File: src/rtl/crush_scheduler.sv
// Time-multiplexed bit-crush scheduler: sample-clock event -> level -> 3 shared-mask passes -> frame commit.
// Define CRUSH_HYST_EN to add a hysteresis band of HYST counts around the level thresholds.
module crush_scheduler #(
    parameter int W      = 16,
    parameter int HOLD_W = 4,
    parameter int HYST   = 400
) (
    input  logic                clk,
    input  logic                rst,
    input  logic                sample_clk,
    input  logic signed [W-1:0] sample_in0,
    input  logic signed [W-1:0] sample_in1,
    input  logic signed [W-1:0] sample_in2,
    input  logic signed [W-1:0] sample_in3,
    input  logic [HOLD_W-1:0]   hold,
    output logic signed [W-1:0] sample_out0,
    output logic signed [W-1:0] sample_out1,
    output logic signed [W-1:0] sample_out2,
    output logic signed [W-1:0] sample_out3,
    output logic [3:0]          level,
    output logic                busy,
    output logic                overrun
);

    typedef enum logic [2:0] {IDLE, LEVEL, CH1, CH2, CH3, COMMIT} state_t;

    state_t              state_q, state_d;
    logic [2:0]          sync_q, sync_d;
    logic [3:0][W-1:0]   snap_q, snap_d;
    logic [2:0][W-1:0]   stg_q, stg_d;
    logic [3:0][W-1:0]   out_q, out_d;
    logic [3:0]          level_q, level_d;
    logic [HOLD_W-1:0]   dec_q, dec_d;
    logic                overrun_q, overrun_d;

    logic                evt;
    logic signed [31:0]  cv;
    logic [3:0]          raw, lvl_next;
    logic [W-1:0]        mask, operand, crushed;

    // sync_q[2] holds the previous synchronised value for edge detection
    assign evt = sync_q[1] & ~sync_q[2];
    assign cv  = {{(32-W){snap_q[0][W-1]}}, snap_q[0]};

    always_comb begin
        raw = '0;
        for (int k = 1; k <= 10; k++) begin
            if (cv > 2000 * k) raw = raw + 4'd1;
        end
    end

`ifdef CRUSH_HYST_EN
    always_comb begin
        lvl_next = level_q;
        if (raw > level_q) begin
            if (cv > 2000 * int'(raw) + HYST) lvl_next = raw;
        end else if (raw < level_q) begin
            if (cv <= 2000 * (int'(raw) + 1) - HYST) lvl_next = raw;
        end
    end
`else
    assign lvl_next = raw;
`endif

    // One mask/AND unit shared by the three audio channels, selected by state
    always_comb begin
        mask = (level_q >= 4'd10) ? {W{1'b1}} : ~({W{1'b1}} >> (32'(level_q) + 2));
        case (state_q)
            CH1:     operand = snap_q[1];
            CH2:     operand = snap_q[2];
            CH3:     operand = snap_q[3];
            default: operand = '0;
        endcase
        crushed = operand & mask;
    end

    always_comb begin
        state_d   = state_q;
        sync_d    = {sync_q[1:0], sample_clk};
        snap_d    = snap_q;
        stg_d     = stg_q;
        out_d     = out_q;
        level_d   = level_q;
        dec_d     = dec_q;
        overrun_d = evt && (state_q != IDLE);
        case (state_q)
            IDLE: begin
                if (evt) begin
                    snap_d  = {sample_in3, sample_in2, sample_in1, sample_in0};
                    state_d = LEVEL;
                end
            end
            LEVEL: begin
                level_d = lvl_next;
                state_d = CH1;
            end
            CH1: begin
                stg_d[0] = crushed;
                state_d  = CH2;
            end
            CH2: begin
                stg_d[1] = crushed;
                state_d  = CH3;
            end
            CH3: begin
                stg_d[2] = crushed;
                state_d  = COMMIT;
            end
            COMMIT: begin
                out_d[0] = snap_q[0];
                if (dec_q == '0) out_d[3:1] = stg_q;
                // >= so a hold reduced below the running count wraps immediately
                dec_d   = (dec_q >= hold) ? '0 : dec_q + HOLD_W'(1);
                state_d = IDLE;
            end
            default: state_d = IDLE;
        endcase
    end

    always_ff @(posedge clk or posedge rst) begin
        if (rst) begin
            state_q   <= IDLE;
            sync_q    <= '0;
            snap_q    <= '0;
            stg_q     <= '0;
            out_q     <= '0;
            level_q   <= '0;
            dec_q     <= '0;
            overrun_q <= 1'b0;
        end else begin
            state_q   <= state_d;
            sync_q    <= sync_d;
            snap_q    <= snap_d;
            stg_q     <= stg_d;
            out_q     <= out_d;
            level_q   <= level_d;
            dec_q     <= dec_d;
            overrun_q <= overrun_d;
        end
    end

    assign sample_out0 = out_q[0];
    assign sample_out1 = out_q[1];
    assign sample_out2 = out_q[2];
    assign sample_out3 = out_q[3];
    assign level       = level_q;
    assign busy        = (state_q != IDLE);
    assign overrun     = overrun_q;

endmodule

File: config.mk
export PLATFORM = sky130hd
export DESIGN_NAME = crush_scheduler
export DESIGN_NICKNAME = d
export VERILOG_FILES = /design/src/rtl/crush_scheduler.sv
export SDC_FILE = /design/constraint.sdc
export NUM_CORES = 1
export LEC_CHECK = 0
export ABC_AREA = 0
export CORE_MARGIN = 2
export CORE_UTILIZATION = 65
export DETAILED_ROUTE_END_ITERATION = 7
export DONT_BUFFER_PORTS = 1
export GPL_TIMING_DRIVEN = 0
export MAX_ROUTING_LAYER = met4
export PLACE_DENSITY = 0.88
export SYNTH_ARGS = -nofsm -noshare
export SYNTH_HDL_FRONTEND = slang
export SYNTH_SLANG_ARGS = --single-unit
File: constraint.sdc
create_clock -name clk -period 13.63 [get_ports clk]
set_input_delay 2.0445 -clock clk [delete_from_list [all_inputs] [get_ports clk]]
set_output_delay 2.0445 -clock clk [all_outputs]
set_load 0.005 [all_outputs]
==> flow_metrics.env <==
export IMPL_cp_num_cells=26
export IMPL_first_pass_iters=7
export IMPL_first_iter_violations=530
export IMPL_yosysWarnings=0
export IMPL_cts_buffers=17
export IMPL_synthSimpleGateAreaFrac_pct=12.8
export IMPL_period_minus_slack_ps=6540
export IMPL_final_area_sq_um=9630
export IMPL_drc=0
export IMPL_ant_nets=0
export IMPL_endpoint_kind="flip-flop"
export IMPL_worstPathRequired_ps=13920
export IMPL_grt_max_degree=140
export IMPL_r2r_end="level[2]"
export IMPL_num_rows=42
export IMPL_cts_hold_buf=0
export IMPL_drive_above_1_share_pct=22.9
export IMPL_synth_top_family_by_area="multiplexers"
export IMPL_antenna_found_initial=3
export IMPL_rr_startpoint="cv[0]"
export IMPL_period_share_pct=48.0
export IMPL_slew_viol_final=0
export IMPL_dr_wl_met2_um=10200
export IMPL_cp_num_buf_inv=2
export IMPL_dpl_hpwl_um=14900
export IMPL_dp_cells=949
export IMPL_synth_top_area_share_pct=54.7
export IMPL_insertion_delay_ps=440
export IMPL_yosysTopAreaCell="dfrtp_1"
export IMPL_p_leak_uw=0.00439
export IMPL_syn_nets=857
export IMPL_cpLargestDelayFamily="compound AO/OA/AOI/OAI gates"
export IMPL_synth_cell_types=66
export IMPL_ys_async_sr_fraction_pct=100
export IMPL_cts_resized=0
export IMPL_finalSetupViolCount=0
export IMPL_route_met3_wl_um=1580
export IMPL_setup_tns_ps=0
export IMPL_cp_start_kind="flip-flop"
export IMPL_synth_ff_type="dfrtp_1"
export IMPL_startpoint="cv[0]"
export IMPL_powerDensity_nw_per_um2=271
export IMPL_grt_pass1_vias=6375
export IMPL_area_delta_synth_final_pct=10.3
export IMPL_maxCapViolations=0
export IMPL_ff2ff_setup_slack_ps=7090
export IMPL_status="completed"
export IMPL_postPlaceCellArea_sq_um=8990
export IMPL_cp_endpoint="level[2]"
export IMPL_synth_xor_area_share_pct=2.91
export IMPL_fin_ws_ps=7090
export IMPL_die_h_um=120
export IMPL_cts_setup_buffers=0
export IMPL_worstHoldStart="sync_q[0]"
export IMPL_chipWidth_um=120
export IMPL_vdd_drop_max_mv=0.166
export IMPL_netlist_instances=772
export IMPL_cp_max_fo=7
export IMPL_slowest_stage="or4_4"
export IMPL_fin_cells=984
export IMPL_core_area_sq_um=13200
export IMPL_r2r_cells=26
export IMPL_synth_edff_count=0
export IMPL_wl_um=20700
export IMPL_path_class="reg -> reg"
export IMPL_synth_area_leaders="dfrtp_1, mux2_2, nand2_1"
export IMPL_cts_tree="done"
export IMPL_wl_per_cell_um=21.0
export IMPL_synth_area_per_cell_sq_um=11.3
export IMPL_cts_root_buf="clkbuf_16"
export IMPL_viasPerCell=6.27
export IMPL_slowest_delay_ps=540
export IMPL_critPathMostFrequentCell="ha_1"
export IMPL_start_util_pct=66.2
export IMPL_clockBufferDepth=2
export IMPL_hp_class="reg -> reg"
export IMPL_worstMarginPinSlew_ps=806
export IMPL_io_buffers=0
export IMPL_num_vias=6169
export IMPL_grt_pass1_wl_um=33400
export IMPL_clock_sinks=191
export IMPL_synth_adder_area_share_pct=2.01
export IMPL_yosysSeqAreaShare_pct=54.7
export IMPL_pre_cts_slack_ps=7250
export IMPL_die_area_sq_um=14400
export IMPL_top_layer_used="met4"
export IMPL_rsz0062_at_grt="no"
export IMPL_fmax_ghz=0.153
export IMPL_finClkSkew_ps=14.9
export IMPL_finalHoldViolCount=0
export IMPL_synth_compound_area_share_pct=9.51
export IMPL_ys_ff_latch=191
export IMPL_io_pins=141
export IMPL_grt_remaining_overflow=0
export IMPL_cp_arrival_ps=6840
export IMPL_relSlewSlack_pct=45.6
export IMPL_nNetsFinal=877
export IMPL_gp_congestion=0.927
export IMPL_wl_met1_um=8250
export IMPL_synth_area_mux_share_pct=15.0
export IMPL_cts_clk_slew_worst_paths_ps=70
export IMPL_grt_use_total_pct=31.2
export IMPL_cts_htree_levels=4
export IMPL_synth_area_sq_um=8730
==> layout by cell type (no fill, tap or decap), types with 5 or more instances in the layout <==
master     Yosys  layout
dfrtp_1      191     191
nand2_1      131     131
mux2_2       116     116
o21ai_0       69      69
clkbuf_1      33      33
nor2_1        24      24
inv_1         19      18
clkbuf_16      0      17
nand3_1       14      14
a22oi_1       14      14
ha_1          14      14
nor3_1        13      13
a21oi_1       11      11
xor2_1        10      10
buf_2          7       7
nor4_1         7       7
xnor2_1        6       6
and2_1         5       5
a211oi_1       5       5
inv_8          0       5
==> per-stage QoR <==
stage	hold WS, ps	power, uW	util [%]
final	365	2610	73.0
after global routing	367	2790	73.0
after CTS	366	2600	73.0
after detailed placement	348	2070	68.2
after global placement	336	1970	67.9
after floorplan	331	1790	-
==> sequential cells by signal, indices dropped and copies added, names as in the netlist, 16 cells and up <==
register / cells
sample_out2: 16
cv: 16
sample_out3: 16
sample_out1: 16
stg_q: 48
sample_out0: 16
snap_q: 48
==> synth_stat cells, types with 3 or more instances <==
cell type  instances
a211oi_1           5
a21oi_1           11
a22oi_1           14
a31oi_1            4
and2_1             5
buf_1              3
buf_2              7
clkbuf_1          33
dfrtp_1          191
ha_1              14
inv_1             19
mux2_2           116
nand2_1          131
nand2b_1           4
nand3_1           14
nand4_1            4
nor2_1            24
nor2b_1            3
nor3_1            13
nor4_1             7
nor4b_1            3
o211ai_1           3
o21ai_0           69
o311ai_0           3
o31ai_1            4
xnor2_1            6
xor2_1            10
==> area by class of cell <==
cell class              count  area (sq um)
fillers                   848          3560
diodes                      3          7.51
well taps                 176           220
inverters                  20          82.6
clock inverters            14           195
flip-flops and latches    191          4780
multi-input cells         515          3680
plain buffers              46           196
repair buffers              1          27.5
clock buffers              18           439
==> cell families after synthesis <==
kind of cell	Yosys count
and+or+nand+nor	231
xor gates and xnor gates	21
muxes	116
buffers and inverters	66
adders and majority gates	14
AOI/OAI and AO/OA	133
DFF	191
==> layer usage <==
layer  up-vias  GRT usage, %
li1       2748             -
met1      3081          37.9
met2       287          48.9
met3        53          9.89
met4         0          12.3
met5         -             -
==> report_power, final <==
group	switching [uW]	total (uW)	internal (uW)	leakage, uW
Combinational	689	1210	523	0.00162
Clock	237	523	286	0.000303
Sequential	138	875	737	0.00246
Total	1060	2610	1550	0.00439
==> worst min path at each step <==
| stage | endpoint | slack (ps) | cells after the start |
|---|---|---|---|
| after floorplan | sync_q[1] | 330 | 0 |
| after global placement | sync_q[1] | 340 | 0 |
| after detailed placement | sync_q[1] | 350 | 0 |
| after CTS | sync_q[1] | 370 | 0 |
| after global routing | sync_q[1] | 370 | 0 |
| final | sync_q[1] | 370 | 0 |
Power figures use the tool's default switching activity.
